$ cat src/rtl/archel_vga_pkg.sv
// Shared VGA timing constants, colour codes and output-word helper for the register viewer.
// The VGA_GRID_EN build option is handled in vga_regview; nothing here depends on it.
package archel_vga_pkg;

    localparam int H_ACTIVE = 640;
    localparam int H_FP     = 16;
    localparam int H_SYNC   = 96;
    localparam int H_BP     = 48;
    localparam int H_TOTAL  = H_ACTIVE + H_FP + H_SYNC + H_BP;

    localparam int V_ACTIVE = 480;
    localparam int V_FP     = 10;
    localparam int V_SYNC   = 2;
    localparam int V_BP     = 33;
    localparam int V_TOTAL  = V_ACTIVE + V_FP + V_SYNC + V_BP;

    localparam int VGA_HS_BIT  = 6;
    localparam int VGA_VS_BIT  = 5;
    localparam int VGA_RGB_MSB = 4;

    localparam logic [6:0] VGA_RESET = 7'b1100000;

    // {R[1:0], G[1:0], B}
    typedef enum logic [4:0] {
        RGB_BLACK = 5'b00000,
        RGB_BLUE  = 5'b00001,
        RGB_GREEN = 5'b00110,
        RGB_GREY  = 5'b01011,
        RGB_RED   = 5'b11000
    } rgb_t;

    function automatic logic [6:0] vga_word(input logic hs, input logic vs, input rgb_t rgb);
        logic [6:0] w;
        w = '0;
        w[VGA_HS_BIT] = hs;
        w[VGA_VS_BIT] = vs;
        w[VGA_RGB_MSB:0] = rgb;
        return w;
    endfunction

endpackage

$ cat src/rtl/vga_timing.sv
// Pixel-enable divider, horizontal/vertical counters and the sync/active decodes derived from them.
module vga_timing import archel_vga_pkg::*; #(
    parameter int CLK_DIV = 4,
    parameter int HACT    = H_ACTIVE,
    parameter int HFP     = H_FP,
    parameter int HSW     = H_SYNC,
    parameter int HBP     = H_BP,
    parameter int VACT    = V_ACTIVE,
    parameter int VFP     = V_FP,
    parameter int VSW     = V_SYNC,
    parameter int VBP     = V_BP
) (
    input  logic       CLK,
    input  logic       RST,
    output logic       pe,
    output logic [9:0] h,
    output logic [9:0] v,
    output logic       hs,
    output logic       vs,
    output logic       active
);

    localparam logic [7:0] DIV_LAST = 8'(CLK_DIV - 1);
    localparam logic [9:0] H_LAST   = 10'(HACT + HFP + HSW + HBP - 1);
    localparam logic [9:0] V_LAST   = 10'(VACT + VFP + VSW + VBP - 1);
    localparam logic [9:0] HS_BEG   = 10'(HACT + HFP);
    localparam logic [9:0] HS_END   = 10'(HACT + HFP + HSW);
    localparam logic [9:0] VS_BEG   = 10'(VACT + VFP);
    localparam logic [9:0] VS_END   = 10'(VACT + VFP + VSW);
    localparam logic [9:0] H_ACT    = 10'(HACT);
    localparam logic [9:0] V_ACT    = 10'(VACT);

    logic [7:0] div_cnt;

    always_ff @(posedge CLK) begin
        if (RST)
            div_cnt <= '0;
        else if (div_cnt == DIV_LAST)
            div_cnt <= '0;
        else
            div_cnt <= div_cnt + 8'd1;
    end

    assign pe = (div_cnt == DIV_LAST) && !RST;

    // v advances only when h wraps, so both return to 0 on the same tick
    always_ff @(posedge CLK) begin
        if (RST) begin
            h <= '0;
            v <= '0;
        end else if (pe) begin
            if (h == H_LAST) begin
                h <= '0;
                v <= (v == V_LAST) ? 10'd0 : v + 10'd1;
            end else begin
                h <= h + 10'd1;
            end
        end
    end

    assign hs     = !((h >= HS_BEG) && (h < HS_END));
    assign vs     = !((v >= VS_BEG) && (v < VS_END));
    assign active = (h < H_ACT) && (v < V_ACT);

endmodule

$ cat src/rtl/vga_regview.sv
// Snoops CPU register writes into an 8x16 shadow file and shows it as a VGA bit map, one cell per bit.
// Define VGA_GRID_EN to overlay a grey grid on the first pixel row/column of every cell.
module vga_regview import archel_vga_pkg::*; #(
    parameter int CLK_DIV = 4,
    parameter int CELL_W  = 40,
    parameter int CELL_H  = 60,
    parameter int HACT    = H_ACTIVE,
    parameter int HFP     = H_FP,
    parameter int HSW     = H_SYNC,
    parameter int HBP     = H_BP,
    parameter int VACT    = V_ACTIVE,
    parameter int VFP     = V_FP,
    parameter int VSW     = V_SYNC,
    parameter int VBP     = V_BP
) (
    input  logic        CLK,
    input  logic        RST,
    input  logic        wb_we,
    input  logic [2:0]  wb_addr,
    input  logic [15:0] wb_data,
    output logic [6:0]  VGA,
    output logic        frame_start
);

    localparam logic [9:0] H_LAST   = 10'(HACT + HFP + HSW + HBP - 1);
    localparam logic [9:0] V_LAST   = 10'(VACT + VFP + VSW + VBP - 1);
    localparam logic [9:0] V_COMMIT = 10'(VACT);
    localparam logic [7:0] CX_LAST  = 8'(CELL_W - 1);
    localparam logic [7:0] CY_LAST  = 8'(CELL_H - 1);

    logic        pe, hs, vs, active;
    logic [9:0]  h, v;
    logic [15:0] shadow  [0:7];
    logic [15:0] display [0:7];
    logic [2:0]  last_wr, disp_last;
    logic [7:0]  cx, cy;
    logic [3:0]  col;
    logic [2:0]  row;
    rgb_t        rgb;
    logic        bit_on;

    vga_timing #(
        .CLK_DIV(CLK_DIV), .HACT(HACT), .HFP(HFP), .HSW(HSW), .HBP(HBP),
        .VACT(VACT), .VFP(VFP), .VSW(VSW), .VBP(VBP)
    ) u_timing (
        .CLK(CLK), .RST(RST), .pe(pe), .h(h), .v(v),
        .hs(hs), .vs(vs), .active(active)
    );

    always_ff @(posedge CLK) begin
        if (RST) begin
            for (int i = 0; i < 8; i++) shadow[i] <= '0;
            last_wr <= '0;
        end else if (wb_we) begin
            shadow[wb_addr] <= wb_data;
            last_wr <= wb_addr;
        end
    end

    // Non-blocking copy means a write in the commit cycle lands in the following frame
    always_ff @(posedge CLK) begin
        if (RST) begin
            for (int i = 0; i < 8; i++) display[i] <= '0;
            disp_last <= '0;
        end else if (pe && (h == 10'd0) && (v == V_COMMIT)) begin
            for (int i = 0; i < 8; i++) display[i] <= shadow[i];
            disp_last <= last_wr;
        end
    end

    always_ff @(posedge CLK) begin
        if (RST) begin
            cx  <= '0;
            col <= '0;
            cy  <= '0;
            row <= '0;
        end else if (pe) begin
            if (h == H_LAST) begin
                cx  <= '0;
                col <= '0;
                if (v == V_LAST) begin
                    cy  <= '0;
                    row <= '0;
                end else if (cy == CY_LAST) begin
                    cy  <= '0;
                    row <= row + 3'd1;
                end else begin
                    cy <= cy + 8'd1;
                end
            end else if (cx == CX_LAST) begin
                cx  <= '0;
                col <= col + 4'd1;
            end else begin
                cx <= cx + 8'd1;
            end
        end
    end

    always_comb begin
        rgb    = RGB_BLACK;
        bit_on = display[row][4'd15 - col];
        if (active) begin
            if (row == disp_last)
                rgb = bit_on ? RGB_RED : RGB_BLACK;
            else
                rgb = bit_on ? RGB_GREEN : RGB_BLUE;
`ifdef VGA_GRID_EN
            if ((cx == 8'd0) || (cy == 8'd0))
                rgb = RGB_GREY;
`else
`endif
        end
    end

    always_ff @(posedge CLK) begin
        if (RST)
            VGA <= VGA_RESET;
        else if (pe)
            VGA <= vga_word(hs, vs, rgb);
    end

    assign frame_start = pe && (h == 10'd0) && (v == 10'd0);

endmodule

$ cat config.mk
export PLATFORM = sky130hd
export DESIGN_NAME = vga_regview
export DESIGN_NICKNAME = d
export VERILOG_FILES = /design/src/rtl/archel_vga_pkg.sv /design/src/rtl/vga_timing.sv /design/src/rtl/vga_regview.sv
export SDC_FILE = /design/constraint.sdc
export NUM_CORES = 1
export LEC_CHECK = 0
export CORE_MARGIN = 4
export CORE_UTILIZATION = 45
export DETAILED_ROUTE_END_ITERATION = 10
export GPL_TIMING_DRIVEN = 0
export PLACE_DENSITY = 0.69
export RECOVER_POWER = 100
export SETUP_SLACK_MARGIN = 0.05
export SYNTH_ARGS = -nofsm -noshare
export SYNTH_HDL_FRONTEND = slang
export SYNTH_SLANG_ARGS = --single-unit
$ cat constraint.sdc
create_clock -name CLK -period 13.5 [get_ports CLK]
set_clock_uncertainty 0.2 [all_clocks]
set_input_delay 2.025 -clock CLK [delete_from_list [all_inputs] [get_ports CLK]]
set_output_delay 2.025 -clock CLK [all_outputs]
set_load 0.02 [all_outputs]
# After elaboration in Yosys (flattened, before gate mapping)
# Memories as Yosys holds them, arrays and structs flattened. A register that Yosys moved wholly into a read port is not among the register bits.
# Index checks and enable logic that the tools add are counted.
dict set report totals {
  out_inout_bits 8
  n_memories 2
  regBits 64
  ramBits 256
  input_bits 22
  elab_cells 98
}
# memory depth width rd rd_ports_with_merged_regs wr line
set mem_list {}
lappend mem_list {display 8 16 1 1 8 vga_regview.sv:34} ;# logic [15:0] display [0:7];
lappend mem_list {shadow 8 16 8 0 8 vga_regview.sv:33} ;# logic [15:0] shadow [0:7];
dict set report op_classes {
  bitwise_logic 8
  n_addsub 8
  n_mux 37
  n_lt_le_gt_ge 7
  eq_ne 7
  n_reduce_logical 19
}
# cell count
set ops {}
lappend ops {{16-bit two-way mux} 9}
lappend ops {{8-bit two-way mux} 4}
lappend ops {{8-bit by 1-bit adder with 8-bit output (second input constant)} 3}
lappend ops {{10-bit by 1-bit adder with 10-bit output (second input constant)} 2}
lappend ops {{10-bit == test (second input constant)} 2}
lappend ops {{10-bit logical NOT} 2}
lappend ops {{10-bit less-than comparator (second input constant)} 2}
lappend ops {{10-bit by 9-bit less-than comparator with 1-bit output (second input constant)} 2}
lappend ops {{10-bit two-way mux} 2}
lappend ops {{3-bit two-way mux} 6}
lappend ops {{8-bit by 6-bit == test with 1-bit output (second input constant)} 2}
lappend ops {{16-bit OR reduction} 1}
lappend ops {{5-bit two-way mux} 3}
lappend ops {{10-bit by 9-bit == test with 1-bit output (second input constant)} 1}
lappend ops {{10-bit >= comparator (second input constant)} 1}
lappend ops {{10-bit by 9-bit >= comparator with 1-bit output (second input constant)} 1}
lappend ops {{1-bit two-way mux} 10}
lappend ops {{8-bit by 2-bit == test with 1-bit output (second input constant)} 1}
lappend ops {{4-bit two-way mux} 2}
lappend ops {{1-bit OR} 8}
lappend ops {{1-bit logical AND} 7}
lappend ops {{4-bit by 5-bit less-than comparator with 1-bit output (second input constant)} 1}
lappend ops {{4-bit by 1-bit adder with 4-bit output (second input constant)} 1}
lappend ops {{1-bit binary-select mux with 4-bit select} 1}
lappend ops {{other kinds (8)} 12}

# Logic depth before layout (Yosys ltp)
dict set report depth {
  ltp_word 8
  depth_mapped 10
  depth_no_buf 8
}

# Cells and area by module
# A second synthesis with hierarchy kept.
dict set report unflattened {
  hier_cells 1023
  hier_area_um2 13797.0
}
# module area_per_inst_um2 seq_area_each_um2 cells_per_inst n_inst
set modules_own_cells {}
lappend modules_own_cells {vga_regview 12311.8 8428.1 853 1}
lappend modules_own_cells {vga_timing 1485.2 560.5 170 1}

# Least setup slack after synthesis
# No wires, ideal clock.
dict set report synth_timing {
  path_kind {in2reg}
  from {input RST}
  to {memory display[0][0], enable pin}
  stages 5
  setup_ns 0.792
  t_arrival_ns 11.582
  n_path_buf 1
  required_ns 12.508
  slack_ns 0.926
  path_cell_list {clkinv_1 and3_1 clkbuf_1 nand4_1 o21ai_0}
}
# element line
set synth_lines {}
lappend synth_lines {{start: declaration} vga_regview.sv:17} ;# input logic RST,
lappend synth_lines {{end: declaration} vga_regview.sv:34}

==> flow_metrics.tcl <==
set metrics [dict create \
    status "complete, but fails checks" \
    violations "max-capacitance violations, max-slew violations" \
    die-area_mm2 0.03304 \
    switching_share 0.2036 \
    yosysMostFrequentCell "edfxtp_1" \
    dp_hpwl_mm 19.51 \
    p_switching_uw 426.4 \
    synthMuxAreaShare 0.06529 \
    viasPerCell 5.237 \
    worst_pin_slew_ns 3.235 \
    setup_viol 0 \
    drcViolationCount 0 \
    clockBufferDepth 3 \
    grt_max_degree 33 \
    yosysTopAreaCellShare 0.5657 \
    syn-num-nets 1032 \
    hold_buffers 0 \
    grtUsageTotal 0.1749 \
    grt_pass1_vias 7810 \
    pwr-share-seq 0.538 \
    power.leakage_uw 0.005261 \
    gr-total-overflow 0 \
    drt_iter0_markers 703 \
    dpl.cell_count 1431 \
    grt_pass1_wl_mm 44.44 \
    hold_viol 0 \
    clock-sinks 321 \
    ys_types 57 \
    yosysTopAreaCell "edfxtp_1" \
    synth_top_family_by_area "simple AND/OR/NAND/NOR gates" \
    vdd_drop_max_v 0.0001355 \
    antennaDiodeCount 0 \
    ys_seq_area_frac 0.6615 \
    core_mm2 0.02972 \
    power_uw 2094 \
    synth.area.top_cells "edfxtp_1 (57%), and2_1 (11%), dfxtp_1 (9.6%), mux4_1 (3.1%), xor2_1 (1.8%)" \
    crit_chain "dlygate4sd3_1, clkinv_1, and3_1, clkbuf_1, nand4_1, o21ai_0, clkbuf_1, clkbuf_1, clkbuf_1" \
    drv_slew 107 \
    synth_xor_area_frac 0.02192 \
    num_vias 7813 \
    nFillCells 2432 \
    place_congestion 0.8525 \
    antenna_found_initial 0 \
    drv_cap 4 \
    p_comb_frac 0.036 \
    synth_edf_count 256 \
    cts_tree "done" \
    clkTransAtPathRegs_ns 0.06 \
    instances_no_fill 1492 \
    max_slew_margin -1.179 \
    powerDensity_mw_per_mm2 135.3 \
    die-width_um 181.8 \
    synth_simple_gate_area_frac 0.1941 \
    fmax_mhz 108.2 \
    wl_mm 28.69 \
    rsz0062_at_grt "false" \
    p_int_uw 1668 \
    whs_ns 0.2575 \
    synth_compound_area_frac 0.02974 \
    dr.pass1.iters 5 \
    slowest_stage "o21ai_0" \
    hold_class "register to register" \
    worst-path-buf-inv 6 \
    critical_path_arrival_ns 9.17 \
    nets 1108 \
    yosys-top-cells-count "edfxtp_1 (256), and2_1 (230), dfxtp_1 (65)" \
    critPathMaxStageDelay_ns 2.44 \
    yosysWarnings 0 \
    worstPathMaxFanout 30 \
    seqCellArea_mm2 0.008989 \
    period_needed_ns 9.246 \
    clkPwrFrac 0.426 \
    clock_latency_ns 0.50 \
    syn_avg_cell_area_um2 13.57 \
    synth_seq_cells 321 \
    rows 63 \
    ctsHtreeMaxLevel 2 \
    start_util 0.4572 \
    synth_flop_cell "edfxtp_1" \
    path_common_cell "clkbuf_1" \
    ant_nets 0 \
    crit_required_ns 13.42 \
    cts-root-buf "clkbuf_16" \
    path_class "input port to register" \
    async_flop_share 0 \
    netlist_instances 1001 \
    die_h_um 181.8 \
    cts_setup_buffers 0 \
    crit_family "buffers and inverters" \
    ioPinCount 30 \
    numPortBuffers 29 \
    multi_input_area_mm2 0.004334 \
    min_period_over_period 0.6849 \
    end_kind "register" \
    drive_above_1_share 0.06987 \
    synthesis.area_mm2 0.01359 \
    cts_resized 0 \
    cts_buffers 34 \
    synth_fa_ha_area_frac 0.008287 \
    start_kind "input port" \
    synthToLayoutAreaGrowth_pct 13.88 \
    wl_per_cell_um 19.23 \
]
## final timing paths
kind / from / end / slack (ns) / cells past startpoint
setup / recovery: RST / display[1][11] / 4.25 / 9
setup reg to reg: u_timing.div_cnt[0] / display[1][11] / 5.70 / 9
hold / removal: u_timing.div_cnt[0] / u_timing.div_cnt[0] / 0.26 / 1
hold reg to reg: u_timing.div_cnt[0] / u_timing.div_cnt[0] / 0.26 / 1
## power by group through the flow
stage / sequential, uW / clock [uW] / combinational [uW]
floorplan: 1150 / 0 / 40.4
global placement: 1160 / 0 / 72.7
detailed placement: 1150 / 0 / 82.0
CTS: 1130 / 906 / 82.4
global route: 1130 / 947 / 80.9
finish: 1130 / 893 / 74.5
## worst register-to-register path, cell delays in order (launching register included)
cell	delay [ns]
dfxtp_1	0.36
ha_1	0.22
nor4b_2	0.35
and3_1	0.21
clkbuf_1	0.24
nand4_1	0.21
o21ai_0	2.44
clkbuf_1	1.14
clkbuf_1	1.19
clkbuf_1	0.84
## stage by stage
stage | worst slack, ns | TNS [ns] | cell area, um2 | utilization
detailed placement | 6.757 | 0 | 14580 | 0.4907
CTS | 6.755 | 0 | 15660 | 0.5270
finish | 4.254 | 0 | 15470 | 0.5207
floorplan | 0.9256 | 0 | 13590 | -
global placement | -3.352 | -428.35 | 14370 | 0.4834
global route | 3.503 | 0 | 15470 | 0.5207
## final cells by class
class,instances,area share
Timing Repair Buffer,40,0.02143
Sequential cell,321,0.5809
Clock inverter,16,0.006469
Tap cell,390,0.03154
Clock buffer,45,0.06315
Buffer,44,0.01350
Inverter,12,0.002911
Multi-Input combinational cell,624,0.2801
## routing by layer
metal  GRT usage  part of all wire  vias up
met3     0.02484             0.055       53
li1            -                 -     3736
met1      0.2297              0.42     3807
met5           0                 0        -
met4     0.05254             0.024        0
met2      0.3031              0.50      217
## logic make-up (layout without fill, tap and decap cells)
logic type               Yosys count  after routing
buffers and inverters             56            157
flip-flops                       321            321
adder cells (fa/ha/maj)            9              9
AO/OA/AOI/OAI                     62             62
multiplexers                      51             51
XOR/XNOR                          34             34
AND/OR/NAND/NOR                  468            468
## sequential cells by signal (all words and copies together), names as in the netlist, named ones only
register	cells
last_wr	3
u_timing.v	10
VGA	5
u_timing.h	10
display	128
disp_last	3
u_timing.div_cnt	8
cy	8
col	4
row	3
shadow	128
cx	8
## cells in the final DEF, fill, tap and decap left out, drive strengths merged, types with 14 or more instances in the layout
| cell type | netlist | routed |
|---|---|---|
| dfxtp | 65 | 65 |
| nor2b | 34 | 34 |
| nand3 | 19 | 19 |
| mux4 | 25 | 25 |
| a21oi | 16 | 16 |
| clkbuf | 31 | 90 |
| clkinv | 1 | 14 |
| nor2 | 62 | 62 |
| nand2 | 60 | 60 |
| mux2i | 23 | 23 |
| clkdlybuf4s50 | 0 | 19 |
| xor2 | 28 | 28 |
| and2 | 230 | 230 |
| edfxtp | 256 | 256 |
| o21ai | 21 | 21 |
Power figures use the tool's default switching activity.
